**config.mk**
```make
export PLATFORM = sky130hd
export DESIGN_NAME = fetch_stage_flat
export DESIGN_NICKNAME = d
export VERILOG_FILES = /design/src/rtl/fetch_stage_pkg.sv /design/src/rtl/fetch_stage_if.sv /design/src/rtl/fetch_stage_npc.sv /design/src/rtl/fetch_stage.sv /design/src/flat_wrapper.sv
export SDC_FILE = /design/constraint.sdc
export NUM_CORES = 1
export LEC_CHECK = 0
export ABC_CLOCK_PERIOD_IN_PS = 7550
export BUFFER_PORTS_ARGS = -buffer_cell sky130_fd_sc_hd__buf_2
export CORE_ASPECT_RATIO = 1.4
export CORE_MARGIN = 10
export CORE_UTILIZATION = 58
export CTS_CLUSTER_DIAMETER = 50
export DETAILED_ROUTE_END_ITERATION = 7
export HOLD_SLACK_MARGIN = 0.06
export PLACE_DENSITY_LB_ADDON = 0.25
export SLEW_MARGIN = 5
export SYNTH_ARGS = -nofsm -noshare
export SYNTH_HDL_FRONTEND = slang
export SYNTH_SLANG_ARGS = --single-unit
```
**constraint.sdc**
```tcl
create_clock -name clk -period 7.55 [get_ports clk]
set_input_delay 1.1325 -clock clk [delete_from_list [all_inputs] [get_ports clk]]
set_output_delay 1.1325 -clock clk [all_outputs]
set_load 0.01 [all_outputs]
```
**src/rtl/fetch_stage_pkg.sv**
```systemverilog
// fetch_stage_pkg: shared CPU constants, next-PC select encoding and PC helpers.
package fetch_stage_pkg;
  localparam logic [31:0] PC_RESET = 32'h0000_3000;
  localparam logic [31:0] IM_LAST  = 32'h0000_6FFC;
  localparam logic [31:0] NOP      = 32'h0000_0000;
  typedef enum logic [1:0] {SEL_SEQ, SEL_BR, SEL_J, SEL_JR} npc_sel_e;
  function automatic logic [31:0] br_target(input logic [31:0] pc, input logic [15:0] imm);
    return pc + 32'd4 + {{14{imm[15]}}, imm, 2'b00};
  endfunction
  function automatic logic [31:0] j_target(input logic [31:0] pc, input logic [25:0] idx);
    return {pc[31:28], idx, 2'b00};
  endfunction
endpackage

```
**src/rtl/fetch_stage_if.sv**
```systemverilog
// fetch_stage_if: control, instruction-memory and IF/ID signals of the fetch stage.
interface fetch_stage_if;
  logic        Stall;
  logic        Clr_D;
  logic        Br_Taken_D;
  logic        Jump_D;
  logic        JR_D;
  logic [31:0] RS_Data_D;
  logic [31:0] IM_Addr;
  logic [31:0] IM_Rdata;
  logic [31:0] Instr_D;
  logic [31:0] PC_D;
  logic [31:0] PC8_D;
  logic        Valid_D;
  logic        AdEL_D;
  modport master (
    output Stall, Clr_D, Br_Taken_D, Jump_D, JR_D, RS_Data_D, IM_Rdata,
    input  IM_Addr, Instr_D, PC_D, PC8_D, Valid_D, AdEL_D
  );
  modport slave (
    input  Stall, Clr_D, Br_Taken_D, Jump_D, JR_D, RS_Data_D, IM_Rdata,
    output IM_Addr, Instr_D, PC_D, PC8_D, Valid_D, AdEL_D
  );
endinterface

```
**src/rtl/fetch_stage_npc.sv**
```systemverilog
// npc: combinational next-PC mux; redirects only count when the D-stage instruction is valid.
module npc
  import fetch_stage_pkg::*;
(
  input  logic        i_valid,
  input  logic        i_jr,
  input  logic        i_jump,
  input  logic        i_br,
  input  logic [31:0] i_rs,
  input  logic [25:0] i_index,
  input  logic [31:0] i_pc_d,
  input  logic [31:0] i_pc_f,
  output logic [31:0] o_npc
);
  npc_sel_e w_sel;
  always_comb begin
    w_sel = !i_valid ? SEL_SEQ : i_jr ? SEL_JR : i_jump ? SEL_J : i_br ? SEL_BR : SEL_SEQ;
    o_npc = w_sel == SEL_JR ? i_rs
          : w_sel == SEL_J  ? j_target(i_pc_d, i_index)
          : w_sel == SEL_BR ? br_target(i_pc_d, i_index[15:0])
          : i_pc_f + 32'd4;
  end
endmodule

```
**src/rtl/fetch_stage.sv**
```systemverilog
// fetch_stage: PC register and IF/ID pipeline register with delayed-branch redirect,
// stall/bubble control and illegal-fetch-address detection.
module fetch_stage
  import fetch_stage_pkg::*;
#(
  parameter logic [31:0] PC_RESET = fetch_stage_pkg::PC_RESET,
  parameter logic [31:0] IM_LAST  = fetch_stage_pkg::IM_LAST
) (
  input logic         clk,
  input logic         reset,
  fetch_stage_if.slave bus
);
  logic [31:0] r_pc_f;
  logic [31:0] r_instr_d;
  logic [31:0] r_pc_d;
  logic        r_valid_d;
  logic        r_adel_d;
  logic [31:0] w_npc;
  logic        w_legal;
  npc u_npc (
    .i_valid (r_valid_d),
    .i_jr    (bus.JR_D),
    .i_jump  (bus.Jump_D),
    .i_br    (bus.Br_Taken_D),
    .i_rs    (bus.RS_Data_D),
    .i_index (r_instr_d[25:0]),
    .i_pc_d  (r_pc_d),
    .i_pc_f  (r_pc_f),
    .o_npc   (w_npc)
  );
  assign w_legal = (r_pc_f[1:0] == 2'b00) && (r_pc_f >= PC_RESET) && (r_pc_f <= IM_LAST);
  // Stall freezes everything, so it wins over both the bubble and any redirect.
  always_ff @(posedge clk or negedge reset) begin
    if (!reset) begin
      r_pc_f    <= PC_RESET;
      r_instr_d <= NOP;
      r_pc_d    <= PC_RESET;
      r_valid_d <= 1'b0;
      r_adel_d  <= 1'b0;
    end else if (!bus.Stall) begin
      r_pc_f    <= w_npc;
      r_pc_d    <= r_pc_f;
      r_valid_d <= !bus.Clr_D;
      r_adel_d  <= !bus.Clr_D && !w_legal;
      r_instr_d <= (bus.Clr_D || !w_legal) ? NOP : bus.IM_Rdata;
    end
  end
  assign bus.IM_Addr = r_pc_f;
  assign bus.Instr_D = r_instr_d;
  assign bus.PC_D    = r_pc_d;
  assign bus.PC8_D   = r_pc_d + 32'd8;
  assign bus.Valid_D = r_valid_d;
  assign bus.AdEL_D  = r_adel_d;
endmodule

```
**src/flat_wrapper.sv**
```systemverilog
// flat-port wrapper written by rule: the top's interface ports become plain ports
module fetch_stage_flat import fetch_stage_pkg::*;
#(
  parameter logic [31:0] PC_RESET = fetch_stage_pkg::PC_RESET,
  parameter logic [31:0] IM_LAST  = fetch_stage_pkg::IM_LAST
)
  (clk, reset, bus_Stall, bus_Clr_D, bus_Br_Taken_D, bus_Jump_D, bus_JR_D, bus_RS_Data_D, bus_IM_Rdata, bus_IM_Addr, bus_Instr_D, bus_PC_D, bus_PC8_D, bus_Valid_D, bus_AdEL_D);
  fetch_stage_if bus_i ();
  input logic clk;
  input logic reset;
  input wire logic [$bits(bus_i.Stall)-1:0] bus_Stall;
  input wire logic [$bits(bus_i.Clr_D)-1:0] bus_Clr_D;
  input wire logic [$bits(bus_i.Br_Taken_D)-1:0] bus_Br_Taken_D;
  input wire logic [$bits(bus_i.Jump_D)-1:0] bus_Jump_D;
  input wire logic [$bits(bus_i.JR_D)-1:0] bus_JR_D;
  input wire logic [$bits(bus_i.RS_Data_D)-1:0] bus_RS_Data_D;
  input wire logic [$bits(bus_i.IM_Rdata)-1:0] bus_IM_Rdata;
  output wire logic [$bits(bus_i.IM_Addr)-1:0] bus_IM_Addr;
  output wire logic [$bits(bus_i.Instr_D)-1:0] bus_Instr_D;
  output wire logic [$bits(bus_i.PC_D)-1:0] bus_PC_D;
  output wire logic [$bits(bus_i.PC8_D)-1:0] bus_PC8_D;
  output wire logic [$bits(bus_i.Valid_D)-1:0] bus_Valid_D;
  output wire logic [$bits(bus_i.AdEL_D)-1:0] bus_AdEL_D;
  assign bus_i.Stall = bus_Stall;
  assign bus_i.Clr_D = bus_Clr_D;
  assign bus_i.Br_Taken_D = bus_Br_Taken_D;
  assign bus_i.Jump_D = bus_Jump_D;
  assign bus_i.JR_D = bus_JR_D;
  assign bus_i.RS_Data_D = bus_RS_Data_D;
  assign bus_i.IM_Rdata = bus_IM_Rdata;
  assign bus_IM_Addr = bus_i.IM_Addr;
  assign bus_Instr_D = bus_i.Instr_D;
  assign bus_PC_D = bus_i.PC_D;
  assign bus_PC8_D = bus_i.PC8_D;
  assign bus_Valid_D = bus_i.Valid_D;
  assign bus_AdEL_D = bus_i.AdEL_D;
  fetch_stage #(.PC_RESET(PC_RESET), .IM_LAST(IM_LAST)) u_core (.clk(clk), .reset(reset), .bus(bus_i));
endmodule
```
==> flow_summary.ini, run 1 <==
[hold_path]
hp-class = reg2reg
hold_path_depth = 1

[placed_design]
dp_hpwl_mm = 18.8
gp_congestion = 0.947
dp.cells = 1153
io_buffers = 200
placed_area_sq_um = 8530

[clock_network]
holdBufCountCts = 0
cts-resized-gates = 0
clk_pin_slew_worst_paths_ns = 0.07
clock_latency_ns = 0.35
cts_max_level = 3
cts_sinks = 98
cts.path.max_buffers = 2
cts_tree = built
post_cts_buffers = 0
clockRootBuffer = clkbuf_16
cts_buffers = 9

[pwr]
p_leak_nw = 4.45
internal-power_w = 0.00112
p_clk_share_pct = 25.1
p_sw_share_pct = 39.3
power.switching_w = 0.000727
p_seq_share_pct = 40.4
power_frac_comb_pct = 34.6
fin_total_pwr_w = 0.00185
ir_drop_mv = 0.142
p_per_area_nw_per_um2 = 210

[final_layout]
fin_nets = 1146
fillerInstances = 1014
final_cell_count_no_fill = 1169
n_antenna_cell = 0
syn2layout_area_growth_pct = 18.4
regArea_sq_um = 2460
fin_area_sq_um = 8820
drive_gt1_share_pct = 26.5
multiInputGateArea_sq_um = 4720

[detailed_routing]
post-route-drc-count = 0
wire_per_inst_microns = 21.3
drt_iter0_drc = 440
wl_mm = 24.8
detail_route.vias_per_cell = 6.34
vias = 7406
ant_nets = 0
dr.pass1.iters = 8

[sta]
finClkSkew_ns = 0.00630
setup_viol = 0
final_max_slew_viol_count = 0
tightest_slew_ns = 1.02
layout_min_cycle_time_ns = 3.99
period_share_pct = 52.9
fin_setup_tns_ns = 0
max_freq_mhz = 250
hold_viol_final = 0
worst_hold_slack_ns = 0.512
rsz0062_at_grt = no
slew_headroom_pct = 31.7

[global_routing]
grtUsageTotal_pct = 27.4
grt_overflow = 0
grt_pass1_vias = 7398
grt_max_degree = 75
grt_antenna_before_repair = 0
grt_pass1_wl_mm = 39.0

[synthesis]
synth_warnings = 0
synth_top_cell_by_area = dfrtp_1
synth-seq-area-share_pct = 33.0
syn_nets = 973
synth_seq_cells = 98
syn-instance-count = 841
async_flop_share_pct = 100
synth.distinct_cells = 76
synth_edf_count = 0
synth_top_cell_area_share_pct = 31.6
netlist_top_cells_area = dfrtp_1 (32%), ha_1 (10%), xnor2_1 (4.9%)
synth_area_sq_um = 7450
ys.flop_type = dfrtp_1
postSynthAreaPerCell_sq_um = 8.86

[critical_path]
end_kind = primary output
worstPathRequired_ns = 6.42
reg2regPathDepth = 11
critPathKind = reg2out
worst-r2r-setup-slack_ns = 4.15
start_kind = flop
path_max_fanout = 8
crit_arrival_ns = 2.86

[floorplanning]
rows = 48
initial_core_util_pct = 59.9
die_width_microns = 116
core_sq_um = 12400
num_io_pins = 201
die_h_microns = 154
dieArea_sq_um = 17800

[flow_run]
maxCapViolCount = 0

[outcome]
run_status = finished clean
-- power by group through the flow --
stage,clock network (W),logic (W),registers (W)
after floorplan,0,0.000368,0.000746
after global placement,0,0.000631,0.000748
after detailed placement,0,0.000635,0.000751
after CTS,0.000464,0.000642,0.000741
after global routing,0.000484,0.000707,0.000758
final,0.000464,0.000639,0.000746
-- kinds of logic after synthesis --
kind of cell	Yosys count	synth area share, %
compound gates	245	22.7
xor+xnor	70	8.23
fa+ha+maj	61	10.3
buf+inv	70	3.71
flops	98	33.0
mux	26	3.88
simple gates	271	18.1
-- area by class of cell --
| type | count | area share (%) |
|---|---|---|
| Clock buffer | 11 | 2.87 |
| Clock inverter | 5 | 0.440 |
| Sequential cell | 98 | 27.9 |
| Inverter | 23 | 0.979 |
| Timing Repair Buffer | 209 | 12.2 |
| Tap cell | 150 | 2.13 |
| Multi-Input combinational cell | 673 | 53.6 |
-- Yosys cell counts, types with 7 or more instances --
master and count:
a21o_1 23, nand3_1 36, nor4_1 8, xnor2_1 42, a31oi_1 8, nor3_1 19, a22o_1 32, nand4_1 10
inv_1 23, a221oi_1 8, a21oi_1 50, o21ai_0 50, o211ai_1 13, dfrtp_1 94, a22oi_1 7, or3_1 8
ha_1 60, and3_1 22, mux2_2 23, nand2_1 79, clkbuf_1 39, nor2_1 54, a211oi_1 7, xor2_1 28
-- critical path, stage by stage (launching register included) --
cell     delay (ns)
dfrtp_1        0.51
ha_1           0.27
and3_1         0.29
nand4_1        0.28
nor3_1         0.66
nand3_1        0.19
xnor2_1        0.16
buf_2          0.15
-- metrics by stage --
stage | worst slack (ns) | utilization (%)
after global placement | 4.04 | 68.6
after detailed placement | 3.94 | 68.6
final | 3.56 | 71.0
after CTS | 3.55 | 71.0
after floorplan | 4.43 | -
after global routing | 3.45 | 71.0
-- state kept, by name (all words and copies together) (netlist names) --
| signal | cells |
|---|---|
| u_core.bus.Instr_D | 32 |
| u_core.bus.AdEL_D | 1 |
| u_core.bus.IM_Addr | 32 |
| u_core.bus.PC_D | 32 |
| u_core.bus.Valid_D | 1 |
-- worst paths after layout --
kind,from,to
min in group asynchronous,reset,u_core.bus.PC_D[18]
max in group asynchronous,reset,u_core.bus.PC_D[3]
hold reg to reg,u_core.bus.Instr_D[27],u_core.bus.Instr_D[27]
setup / recovery,u_core.bus.PC_D[3],bus_PC8_D[29]
hold / removal,u_core.bus.Instr_D[27],u_core.bus.Instr_D[27]
setup reg to reg,u_core.bus.PC_D[3],u_core.bus.IM_Addr[23]
-- layout by cell type, fill, tap and decap left out, types with 28 or more instances in the layout --
cell type,synthesis,routed
buf_2,1,198
dfrtp_1,94,94
nand2_1,79,79
ha_1,60,60
nor2_1,54,53
o21ai_0,50,50
a21oi_1,50,50
xnor2_1,42,42
nand3_1,36,36
a22o_1,32,32
xor2_1,28,28
-- metal layers --
layer	part of all wire (%)	wire length (microns)	vias up	GRT usage (%)
li1	-	-	3466	-
met1	38	9400	3574	31.6
met2	52	13000	317	49.0
met3	7.8	1930	49	5.61
met4	2.2	546	0	8.43
met5	0	0	-	0
Power figures use the tool's default switching activity.
==> run 2, diff against run 1 <==
--- a/config.mk
+++ b/config.mk
@@ -5,11 +5,11 @@
 export SDC_FILE = /design/constraint.sdc
 export NUM_CORES = 1
 export LEC_CHECK = 0
-export ABC_CLOCK_PERIOD_IN_PS = 7550
+export ABC_CLOCK_PERIOD_IN_PS = 3600
 export BUFFER_PORTS_ARGS = -buffer_cell sky130_fd_sc_hd__buf_2
 export CORE_ASPECT_RATIO = 1.4
 export CORE_MARGIN = 10
-export CORE_UTILIZATION = 58
+export CORE_UTILIZATION = 49
 export CTS_CLUSTER_DIAMETER = 50
 export DETAILED_ROUTE_END_ITERATION = 7
 export HOLD_SLACK_MARGIN = 0.06
==> constraint.sdc (replaced) <==
create_clock -name clk -period 3.6 [get_ports clk]
set_input_delay 0.54 -clock clk [delete_from_list [all_inputs] [get_ports clk]]
set_output_delay 0.54 -clock clk [all_outputs]
set_load 0.01 [all_outputs]
==> run 2 against run 1 <==
Die area up 15%. Clock power up 130%. Hold slack worse by 0.26 ns. Global-route usage down 3.7 points. First-iteration DRC count up 16%. Final cell count up 4.4%. Utilization down 11 points. Critical path depth up 1.
==> flow_summary.ini, run 2 (synthesized netlist as in run 1, its figures left out) <==
[clock_network]
cts_max_level = 3
post_cts_buffers = 0
cts.path.max_buffers = 2
clk_pin_slew_worst_paths_ns = 0.07
holdBufCountCts = 0
cts_sinks = 98
cts_buffers = 9
cts_tree = built
cts-resized-gates = 0
clock_latency_ns = 0.35
clockRootBuffer = clkbuf_16

[floorplanning]
die_h_microns = 166
die_width_microns = 124
initial_core_util_pct = 49.7
dieArea_sq_um = 20600
rows = 53
core_sq_um = 15000
num_io_pins = 201

[critical_path]
cp_top_family = simple AND/OR/NAND/NOR gates
start_kind = flop
end_kind = primary output
critPathLaunch = u_core.bus.PC_D[5]
crit_path_max_incr_delay_ns = 0.49
critPathBufInv = 1
cp_slowest_cell = dfrtp_1
path_max_fanout = 7
worstPathRequired_ns = 3.06
worstPathCellList = and3_1 > and4_1 > nand4_1 > or2_2 > nor2_1 > nand2_1 > xnor2_1 > buf_2
reg2reg_from = u_core.bus.Instr_D[1]
critPathKind = reg2out
crit_arrival_ns = 2.68

[final_layout]
fin_nets = 1153
layout_common_cells = buf_2 (198), dfrtp_1 (94), nand2_1 (79)
fin_util_pct = 60.0
final_cell_count_no_fill = 1220
final_common_cell = buf_2
drive_gt1_share_pct = 27.0
syn2layout_area_growth_pct = 20.6

[placed_design]
io_buffers = 200
dp_hpwl_mm = 19.3
gp_congestion = 0.945
dp.cells = 1202

[global_routing]
grt_max_degree = 99
grt_overflow = 0
grt_pass1_vias = 7597
grtUsageTotal_pct = 23.8
grt_pass1_wl_mm = 40.7
grt_antenna_before_repair = 3

[detailed_routing]
wire_per_inst_microns = 20.9
drt_iter0_drc = 509
dr.pass1.iters = 5
ant_nets = 0
vias = 7353
post-route-drc-count = 0
wl_mm = 25.5
detail_route.vias_per_cell = 6.03

[sta]
worst_hold_slack_ns = 0.248
tightest_slew_ns = 0.801
layout_min_cycle_time_ns = 3.22
period_share_pct = 89.4
rsz0062_at_grt = no
slew_headroom_pct = 46.4
fin_setup_tns_ns = 0
max_freq_mhz = 311
setup_viol = 0
final_max_slew_viol_count = 0
hold_viol_final = 0
finClkSkew_ns = 0.0102

[pwr]
p_leak_nw = 4.51
ir_drop_mv = 0.297
p_per_area_nw_per_um2 = 444

[flow_run]
maxCapViolCount = 0

[outcome]
run_status = finished clean

[hold_path]
hp-class = in2async
-- run 2: changes by cell type in the layout (fill, tap and decap cells not counted), sizes merged --
cell | before | now
buf | 209 | 216
bufinv | 0 | 2
inv | 23 | 26
diode | 0 | 2
clkinv | 4 | 0
clkbuf | 11 | 10
-- run 2: worst paths after layout --
check                                    endpoint  slack (ns)  cells after the start
setup / recovery                    bus_PC8_D[30]        0.38                      8
max in group asynchronous   u_core.bus.IM_Addr[1]        2.94                      2
setup reg to reg           u_core.bus.IM_Addr[23]        0.39                     11
min in group clk           u_core.bus.Instr_D[23]        0.40                      2
hold reg to reg            u_core.bus.Instr_D[31]        0.51                      1
hold / removal              u_core.bus.Instr_D[9]        0.25                      2
-- run 2: area by class of cell --
| cell class | instances | area [sq um] |
|---|---|---|
| fill | 1411 | 6000 |
| multi-input combinational | 673 | 4720 |
| clock buffer | 10 | 239 |
| sequential | 98 | 2460 |
| antenna | 2 | 5.00 |
| tap | 192 | 240 |
| clock inverter | 6 | 93.8 |
| timing repair buffer | 216 | 1140 |
| inverter | 23 | 86.3 |
-- run 2: layer usage --
layer	wire (microns)	part of all wire (%)	GRT usage (%)	up-vias
li1	-	-	-	3483
met1	9730	38	26.6	3511
met2	13100	51	42.1	287
met3	1800	7.0	5.56	70
met4	907	3.6	9.75	2
met5	8	0.031	0	-
-- run 2: where the power goes --
group | total [W] | switching (W) | internal (W)
Combinational | 0.00134 | 0.000755 | 0.000587
Sequential | 0.00156 | 0.000299 | 0.00126
Clock | 0.00109 | 0.000453 | 0.000636
Total | 0.00399 | 0.00151 | 0.00249
-- run 2: through the flow --
stage	instance area [sq um]	total power [W]	setup slack, ns
after global placement	8650	0.00290	0.467
after CTS	8980	0.00401	0.341
after global routing	8980	0.00424	0.207
after detailed placement	8650	0.00292	0.393
final	8980	0.00399	0.382
after floorplan	7450	0.00234	0.476
